**src/rtl/rs_parity_encoder.sv**
```systemverilog
// rs_parity_encoder: serial systematic RS(12,8) parity encoder over GF(16).
// Field polynomial x^4 + x + 1. Data symbols stream in one per handshake and
// parity accumulates as pp[j] ^= G[i][j] * vp[i].
// Optional build macro RS_ENC_ERRINJ_EN adds inj_en/inj_pos/inj_sym, which
// corrupt one symbol of the codeword as it is captured.

module rs_parity_encoder (
    input  logic        clk,
    input  logic        rst_n,
    input  logic        in_valid,
    output logic        in_ready,
    input  logic [3:0]  in_sym,
    output logic        out_valid,
    input  logic        out_ready,
    output logic [31:0] out_vp,
    output logic [15:0] out_pp
`ifdef RS_ENC_ERRINJ_EN
    ,
    input  logic        inj_en,
    input  logic [3:0]  inj_pos,
    input  logic [3:0]  inj_sym
`endif
);

    localparam int unsigned SYM_W  = 4;
    localparam int unsigned N_DATA = 8;
    localparam int unsigned N_PAR  = 4;
    localparam int unsigned CNT_W  = 3;

    // Generator coefficients G = Hp^-1 * Hv, row = data index, column = parity index.
    localparam logic [SYM_W-1:0] G_TAB [N_DATA][N_PAR] = '{
        '{4'd12, 4'd13, 4'd8,  4'd6 },
        '{4'd7,  4'd9,  4'd15, 4'd5 },
        '{4'd13, 4'd9,  4'd10, 4'd13},
        '{4'd8,  4'd15, 4'd3,  4'd6 },
        '{4'd7,  4'd13, 4'd13, 4'd14},
        '{4'd2,  4'd14, 4'd6,  4'd14},
        '{4'd2,  4'd11, 4'd5,  4'd5 },
        '{4'd13, 4'd12, 4'd8,  4'd7 }
    };

    typedef enum logic {
        COLLECT = 1'b0,
        HOLD    = 1'b1
    } state_e;

    // Multiply by alpha, reducing x^4 to x + 1.
    function automatic logic [SYM_W-1:0] gf_xtime(input logic [SYM_W-1:0] a);
        return {a[2:0], 1'b0} ^ {2'b00, a[3], a[3]};
    endfunction

    // GF(16) multiplier cell: shift-and-add over the four bits of b.
    function automatic logic [SYM_W-1:0] gf_mul(input logic [SYM_W-1:0] a,
                                                 input logic [SYM_W-1:0] b);
        logic [SYM_W-1:0] a1, a2, a3;
        a1 = gf_xtime(a);
        a2 = gf_xtime(a1);
        a3 = gf_xtime(a2);
        return ({SYM_W{b[0]}} & a)  ^ ({SYM_W{b[1]}} & a1) ^
               ({SYM_W{b[2]}} & a2) ^ ({SYM_W{b[3]}} & a3);
    endfunction

    state_e             state_q, state_d;
    logic [CNT_W-1:0]   cnt_q, cnt_d;
    logic [SYM_W-1:0]   acc_q    [N_PAR];
    logic [SYM_W-1:0]   acc_d    [N_PAR];
    logic [SYM_W-1:0]   data_q   [N_DATA];
    logic [SYM_W-1:0]   data_d   [N_DATA];
    logic [SYM_W-1:0]   out_vp_q [N_DATA];
    logic [SYM_W-1:0]   out_vp_d [N_DATA];
    logic [SYM_W-1:0]   out_pp_q [N_PAR];
    logic [SYM_W-1:0]   out_pp_d [N_PAR];
    logic               out_valid_q, out_valid_d;
    logic               in_ready_q, in_ready_d;

    logic [SYM_W-1:0]   acc_upd  [N_PAR];
    logic [SYM_W-1:0]   vp_fin   [N_DATA];
    logic [SYM_W-1:0]   pp_fin   [N_PAR];

    // State and datapath registers.
    always_ff @(posedge clk or negedge rst_n) begin
        if (!rst_n) begin
            state_q     <= COLLECT;
            cnt_q       <= '0;
            acc_q       <= '{default: '0};
            data_q      <= '{default: '0};
            out_vp_q    <= '{default: '0};
            out_pp_q    <= '{default: '0};
            out_valid_q <= 1'b0;
            in_ready_q  <= 1'b1;
        end else begin
            state_q     <= state_d;
            cnt_q       <= cnt_d;
            acc_q       <= acc_d;
            data_q      <= data_d;
            out_vp_q    <= out_vp_d;
            out_pp_q    <= out_pp_d;
            out_valid_q <= out_valid_d;
            in_ready_q  <= in_ready_d;
        end
    end

    // Next-state, accumulation and codeword capture.
    always_comb begin
        state_d     = state_q;
        cnt_d       = cnt_q;
        acc_d       = acc_q;
        data_d      = data_q;
        out_vp_d    = out_vp_q;
        out_pp_d    = out_pp_q;
        out_valid_d = out_valid_q;
        in_ready_d  = in_ready_q;

        for (int unsigned j = 0; j < N_PAR; j++) begin
            acc_upd[j] = acc_q[j] ^ gf_mul(G_TAB[cnt_q][2'(j)], in_sym);
        end

        // Final codeword as seen on the edge that takes the eighth symbol.
        vp_fin    = data_q;
        vp_fin[7] = in_sym;
        pp_fin    = acc_upd;
`ifdef RS_ENC_ERRINJ_EN
        if (inj_en && (inj_pos < 4'd12)) begin
            if (!inj_pos[3]) begin
                vp_fin[inj_pos[2:0]] = vp_fin[inj_pos[2:0]] ^ inj_sym;
            end else begin
                pp_fin[inj_pos[1:0]] = pp_fin[inj_pos[1:0]] ^ inj_sym;
            end
        end
`endif

        case (state_q)
            COLLECT: begin
                if (in_valid && in_ready_q) begin
                    acc_d         = acc_upd;
                    data_d[cnt_q] = in_sym;
                    cnt_d         = cnt_q + 3'd1;
                    if (cnt_q == 3'd7) begin
                        state_d     = HOLD;
                        out_vp_d    = vp_fin;
                        out_pp_d    = pp_fin;
                        out_valid_d = 1'b1;
                        in_ready_d  = 1'b0;
                    end
                end
            end
            HOLD: begin
                if (out_valid_q && out_ready) begin
                    state_d     = COLLECT;
                    cnt_d       = '0;
                    acc_d       = '{default: '0};
                    out_valid_d = 1'b0;
                    in_ready_d  = 1'b1;
                end
            end
            default: begin
                state_d = COLLECT;
            end
        endcase
    end

    assign in_ready  = in_ready_q;
    assign out_valid = out_valid_q;
    assign out_vp    = {out_vp_q[7], out_vp_q[6], out_vp_q[5], out_vp_q[4],
                        out_vp_q[3], out_vp_q[2], out_vp_q[1], out_vp_q[0]};
    assign out_pp    = {out_pp_q[3], out_pp_q[2], out_pp_q[1], out_pp_q[0]};

endmodule

```
**config.mk**
```make
export PLATFORM = sky130hd
export DESIGN_NAME = rs_parity_encoder
export DESIGN_NICKNAME = d
export VERILOG_FILES = /design/src/rtl/rs_parity_encoder.sv
export SDC_FILE = /design/constraint.sdc
export NUM_CORES = 1
export LEC_CHECK = 0
export CORE_MARGIN = 5
export CORE_UTILIZATION = 45
export DETAILED_ROUTE_END_ITERATION = 10
export MAX_ROUTING_LAYER = met4
export PLACE_DENSITY = 0.63
export SLEW_MARGIN = 10
export SYNTH_ARGS = -nofsm -noshare
export SYNTH_HDL_FRONTEND = slang
export SYNTH_SLANG_ARGS = --single-unit
export TNS_END_PERCENT = 100
```
**constraint.sdc**
```tcl
create_clock -name clk -period 3.4 [get_ports clk]
set_input_delay 0.68 -clock clk [delete_from_list [all_inputs] [get_ports clk]]
set_output_delay 0.68 -clock clk [all_outputs]
set_load 0.005 [all_outputs]
```
==> key figures, run 1 <==
Pwr
  – Internal power: 0.00156 W
  – Leak: 2.66 nW
  – Net switching power: 0.000493 W
  – Sequential Power Share: 56.8%
  – Logic pwr share: 6.1%
  – Pwr Density: 354 nW/um2
  – Clock power frac: 37.1%
  – Switch share: 24.0%
  – Maximum vdd ir drop: 0.000196 V
  – Pwr Total: 0.00205 W

Drt
  – 1st-iter DRT viols: 198
  – DR pass1 iterations: 4
  – Vias post-DR: 3336
  – Avg WL per Cell: 16.2 um
  – DRT antenna net count: 0
  – DRC viols: 0
  – Routed vias/inst: 5.13
  – Post-Route WL: 10.5 mm

Run status
  – Status: finished, final reports clean

Placed design
  – Placed insts: 634
  – DP Area: 5600 um2
  – Port Buf Inserts: 57
  – DP HPWL: 7.47 mm
  – GP Congestion: 0.889

STA
  – Setup Skew: 10.2 ps
  – Slew of the pin with the lowest slew margin: 673 ps
  – Relative slew slack: 54.8%
  – Maximum clock frequency: 0.384 GHz
  – RSZ-0062 raised after global routing: false
  – Sum Neg Setup Slack: 0 ps
  – Hold Fails Final Rpt: 0
  – Tcrit/Tclk final: 76.7%
  – Fin. max-slew vios: 0
  – Fin crit period: 2610 ps
  – Endpoints failing setup: 0

Setup path
  – CP Class: register to register
  – Crit path launch: cnt_q[0]$_DFFE_PN0P_
  – Reg2Reg Launch Point: cnt_q[0]$_DFFE_PN0P_
  – CP startpoint kind: register
  – WP data required: 3660 ps
  – Crit path DAT: 2860 ps
  – Crit path max fanout: 9
  – Critical path capture point type: register

Global routing
  – GR Util All Layers: 17.8%
  – Largest net degree at the start of global routing: 64
  – First-pass GRT wire length: 17.6 mm
  – Top Usage Layer GRT: met2
  – Gr ovfl total: 0
  – Antenna violations before repair: 0
  – Met2 GRT Util: 26.2%
  – Met1 Use GR: 24.3%
  – Vias in the first global route: 3439
  – Grt met3 use: 3.81%

CTS
  – Post-cts hold buffer count: 0
  – H-tree levels: 3
  – Postcts setup bufs: 0
  – Worst-case clock buffer depth: 2
  – Clock root buffer: clkbuf_8
  – CTS sink count: 98
  – CTS tree: done
  – CTS buffer count: 9
  – Cts repair resizes: 0
  – Clk Latency, worst-skew pair: 370 ps
  – Clock Pin Slew Worst Setup and Hold Paths: 100 ps

Yosys
  – Synth Net Count: 467
  – Top-count cell post-synth: dfrtp_1
  – Post-synth EDFFs: 0
  – Register area share after synthesis: 50.1%
  – Mapped Area: 4890 um2
  – Cells after synthesis: 453
  – Syn avg cell area: 10.8 um2
  – Leading area contributor after synthesis: dfrtp_1
  – Synth top area share: 49.6%
  – Ys async rst share: 100%
  – Flop and latch count out of synthesis: 98
  – Area contributors post-synth: dfrtp_1 (50%), mux2_2 (13%), xnor2_1 (7.0%), nand2_1 (6.7%), o21ai_0 (4.5%)
  – Commonest register cell after synthesis: dfrtp_1
  – Commonest cells post-synth: dfrtp_1 (97), nand2_1 (87), mux2_2 (57)
  – Synth Warn #: 0
  – Yosys cell types: 49

Die
  – Width of the chip: 114 um
  – IO Count: 58
  – Core Box Area: 10700 um2
  – Site Rows: 38
  – Chip height: 114 um
  – Starting Density: 45.6%
  – Die area: 13100 um2

Final layout
  – Layout Cells excl Fill: 650
  – Layout cells sized above 1: 20.2%
  – FILL cells: 1011
  – Final non-filler cell area: 5790 um2
  – Area Overhead vs Synth: 18.4%
  – Antenna cell count: 0
  – Nets: 519

Flow run
  – Max Cap Viol: 0

Hold path
  – Type of the most critical hold path: input port to asynchronous set/reset pin
cells in the final DEF (no fill, tap or decap), types with 2 or more instances in the layout:
cell,synthesis,layout
mux2i_1,3,3
a22o_1,4,4
xnor2_1,39,39
o211ai_1,2,2
clkbuf_1,15,2
o221ai_1,2,2
a21oi_1,4,4
inv_1,2,2
inv_2,2,2
nor2b_1,5,5
xnor2_2,2,2
nand2b_1,5,5
nand2_1,87,86
o21ai_0,44,44
clkdlybuf4s50_1,0,56
nor3_1,4,4
ha_1,6,6
buf_4,2,15
clkbuf_8,0,9
mux2_2,57,57
clkinv_4,0,2
dfrtp_1,97,97
nor2_1,12,12
a31oi_1,2,2
xor2_1,18,18
kinds of logic (layout without fill, tap and decap cells):
family | count (synthesis) | count (layout) | synth area share, %
adder cells (fa/ha/maj) | 7 | 7 | 1.76
AO/OA/AOI/OAI | 74 | 74 | 9.43
flip-flops | 98 | 98 | 50.1
multiplexers | 61 | 61 | 14.0
AND/OR/NAND/NOR | 118 | 118 | 9.94
buffers and inverters | 36 | 93 | 3.83
XOR/XNOR | 59 | 59 | 10.9
worst max-delay path: stages (launching register included):
cell and delay (ps):
dfrtp_1 570, inv_4 100, ha_1 310, nand2b_1 150, a21boi_1 350, nand2_1 130
xor2_1 340, xnor2_1 140, xnor2_1 150, mux2_2 260
area by class of cell:
| cell class | instances | area, um2 | area share (%) |
|---|---|---|---|
| well taps | 140 | 175 | 3.02 |
| clock inverters | 5 | 63.8 | 1.10 |
| inverters | 5 | 21.3 | 0.367 |
| clock buffers | 11 | 131 | 2.27 |
| flip-flops and latches | 98 | 2450 | 42.3 |
| multi-input cells | 319 | 2260 | 38.9 |
| repair buffers | 72 | 693 | 12.0 |
stage by stage:
| step | hold WS (ps) | utilization, % | setup slack (ps) |
|---|---|---|---|
| after floorplan | 384 | - | 1230 |
| after global placement | 462 | 52.1 | 577 |
| after detailed placement | 472 | 52.1 | 558 |
| after CTS | 269 | 53.9 | 789 |
| after global routing | 289 | 53.9 | 648 |
| final | 264 | 53.9 | 794 |
final timing paths:
| check | cells after the start | slack (ps) | end |
|---|---|---|---|
| worst max-delay path | 9 | 790 | out_pp[2]$_DFFE_PN0P_ |
| worst max register to register | 9 | 790 | out_pp[2]$_DFFE_PN0P_ |
| min in group clk | 2 | 490 | out_pp[8]$_DFFE_PN0P_ |
| worst min register to register | 2 | 490 | out_pp[8]$_DFFE_PN0P_ |
| max in group asynchronous | 2 | 2440 | data_q[18]$_DFFE_PN0P_ |
| worst min-delay path | 1 | 260 | out_pp[10]$_DFFE_PN0P_ |
state kept, by name (all words and copies together), names as in the netlist:
name / flops
out_valid: 1
out_pp: 16
data_q: 28
out_vp: 32
cnt_q: 3
acc_q: 16
in_ready: 1
state_q: 1
power groups by stage:
stage                     Combinational (W)  Sequential [W]  Clock [W]
after floorplan                   0.0000733         0.00119          0
after global placement             0.000127         0.00119          0
after detailed placement           0.000128         0.00119          0
after CTS                          0.000129         0.00116   0.000783
after global routing               0.000140         0.00116   0.000839
final                              0.000125         0.00116   0.000762
metal layers:
layer	share of wire [%]	up-vias
li1	-	1625
met1	48	1638
met2	47	64
met3	4.2	9
met4	1.2	0
met5	0	-
Power figures use the tool's default switching activity.
==> run 2, diff against run 1 <==
Clock period 3.4 ns to 2.7 ns, I/O delays scaled along.
==> key figures, run 2 (synthesis results as in run 1) <==
Placed design
  – DP Area: 5720 um2
  – Placed insts: 647
  – Dpl ws: 198 ps
  – GP Congestion: 0.887
  – DP HPWL: 7.51 mm
  – Port Buf Inserts: 57

Final layout
  – Most frequent cells in the layout: dfrtp_1 (97), nand2_1 (86), mux2_2 (57), clkdlybuf4s50_1 (56), o21ai_0 (44)
  – Most common cell after layout, fill and taps aside: dfrtp_1
  – Largest register FFs: 32
  – Final Util: 55.0%
  – Layout cells sized above 1: 22.4%
  – Final non-filler cell area: 5910 um2
  – Layout Cells excl Fill: 663
  – Antenna cell count: 0
  – Nets: 532
  – Area Overhead vs Synth: 20.7%

Pwr
  – Internal power: 0.00193 W
  – Net switching power: 0.000614 W
  – Pwr Density: 430 nW/um2
  – Clock power frac: 35.8%
  – Sequential Power Share: 57.7%
  – Logic pwr share: 6.5%
  – Switch share: 24.2%
  – Leak: 2.74 nW
  – Maximum vdd ir drop: 0.000238 V

STA
  – Endpoints failing setup: 0
  – Slew of the pin with the lowest slew margin: 681 ps
  – Fin. max-slew vios: 0
  – RSZ-0062 raised after global routing: false
  – Tcrit/Tclk final: 86.9%
  – Relative slew slack: 54.6%
  – Setup Skew: 16.4 ps
  – Sum Neg Setup Slack: 0 ps
  – Fin crit period: 2350 ps
  – Hold Fails Final Rpt: 0
  – Maximum clock frequency: 0.426 GHz
  – Final worst slack: 354 ps

CTS
  – Post-cts hold buffer count: 0
  – CTS tree: done
  – CTS sink count: 98
  – H-tree levels: 3
  – Worst-case clock buffer depth: 2
  – Clock root buffer: clkbuf_8
  – Clock Pin Slew Worst Setup and Hold Paths: 100 ps
  – Cts repair resizes: 0
  – Clk Latency, worst-skew pair: 370 ps
  – Postcts setup bufs: 0
  – CTS buffer count: 9

Global routing
  – Met1 Use GR: 24.5%
  – Largest net degree at the start of global routing: 53
  – GR Util All Layers: 17.9%
  – First-pass GRT wire length: 18.0 mm
  – Vias in the first global route: 3438
  – Grt met3 use: 3.54%
  – Antenna violations before repair: 0
  – Gr ovfl total: 0
  – Met2 GRT Util: 26.5%
  – Top Usage Layer GRT: met2

Drt
  – DRT antenna net count: 0
  – Post-Route WL: 10.5 mm
  – DR pass1 iterations: 4
  – Vias post-DR: 3348
  – Avg WL per Cell: 15.9 um
  – DRC viols: 0
  – Routed vias/inst: 5.05
  – 1st-iter DRT viols: 150

Die
  – Starting Density: 45.6%
  – Chip height: 114 um
  – Site Rows: 38
  – Die area: 13100 um2
  – Width of the chip: 114 um
  – IO Count: 58
  – Core Box Area: 10700 um2

Setup path
  – CP startpoint kind: register
  – WP data required: 2950 ps
  – Crit path launch: cnt_q[0]$_DFFE_PN0P_
  – Crit path DAT: 2600 ps
  – CP Class: register to register
  – Crit path max fanout: 19
  – Cell Chain, Critical Path: buf_4 > ha_1 > inv_1 > o21ai_0 > xnor2_1 > nand2_1 > xnor2_1 > xnor2_1 > o21ai_0
  – Reg2Reg Launch Point: cnt_q[0]$_DFFE_PN0P_
  – Max incr delay on CP: 400 ps
  – Critical path's slowest cell: dfrtp_1
  – Critical path capture point type: register
  – Crit path top cell by count: xnor2_1

Run status
  – Status: finished, final reports clean

Flow run
  – Max Cap Viol: 0

Hold path
  – Type of the most critical hold path: input port to asynchronous set/reset pin
run 2: cell types whose count changed in the layout (fill, tap and decap cells not counted), sizes merged:
cell / before / now
buf: 16 / 29
bufinv: 1 / 0
clkbuf: 11 / 12
clkinvlp: 1 / 0
inv: 6 / 7
run 2: final timing paths:
check | to | slack, ps | depth (start not counted)
min | out_vp[7]$_DFFE_PN0P_ | 200 | 1
max reg2reg | acc_q[5]$_DFFE_PN0P_ | 350 | 9
max in group asynchronous | data_q[18]$_DFFE_PN0P_ | 1800 | 2
min reg2reg | out_pp[10]$_DFFE_PN0P_ | 480 | 2
min in group clk | out_pp[10]$_DFFE_PN0P_ | 480 | 2
max | acc_q[5]$_DFFE_PN0P_ | 350 | 9
run 2: cell type report:
class                           instances  area (um2)
Clock inverter                          4        31.3
Clock buffer                           12         155
Sequential cell                        98        2450
Tap cell                              140         175
Fill cell                             961        4840
Multi-Input combinational cell        319        2260
Timing Repair Buffer                   85         816
Inverter                                5        21.3
run 2: through the flow:
| step | hold WS [ps] | total power, W |
|---|---|---|
| 6_report | 205 | 0.00254 |
| 5_1_grt | 249 | 0.00265 |
| 4_1_cts | 218 | 0.00258 |
| 3_5_place_dp | 467 | 0.00166 |
| 3_3_place_gp | 460 | 0.00166 |
| 2_1_floorplan | 244 | 0.00159 |
run 2: worst max-delay path, delay by kind of cell, from the launching register on:
kind                       cells  cell delay [ps]
adders and majority gates      1              360
buffers and inverters          2              340
DFF                            1              400
AOI/OAI and AO/OA              2              370
xor gates and xnor gates       3              630
and+or+nand+nor                1              140
run 2: routing by layer:
metal / vias to the layer above / part of all wire [%]
li1: 1642 / -
met1: 1631 / 48
met2: 66 / 46
met3: 9 / 4.1
met4: 0 / 1.5
met5: - / 0
run 2: power groups by stage:
stage	Sequential (W)	Clock [W]	Combinational, W
4_1_cts	0.00147	0.000944	0.000169
3_5_place_dp	0.00150	0	0.000168
3_3_place_gp	0.00150	0	0.000166
6_report	0.00147	0.000909	0.000164
2_1_floorplan	0.00150	0	0.0000923
5_1_grt	0.00147	0.00100	0.000184
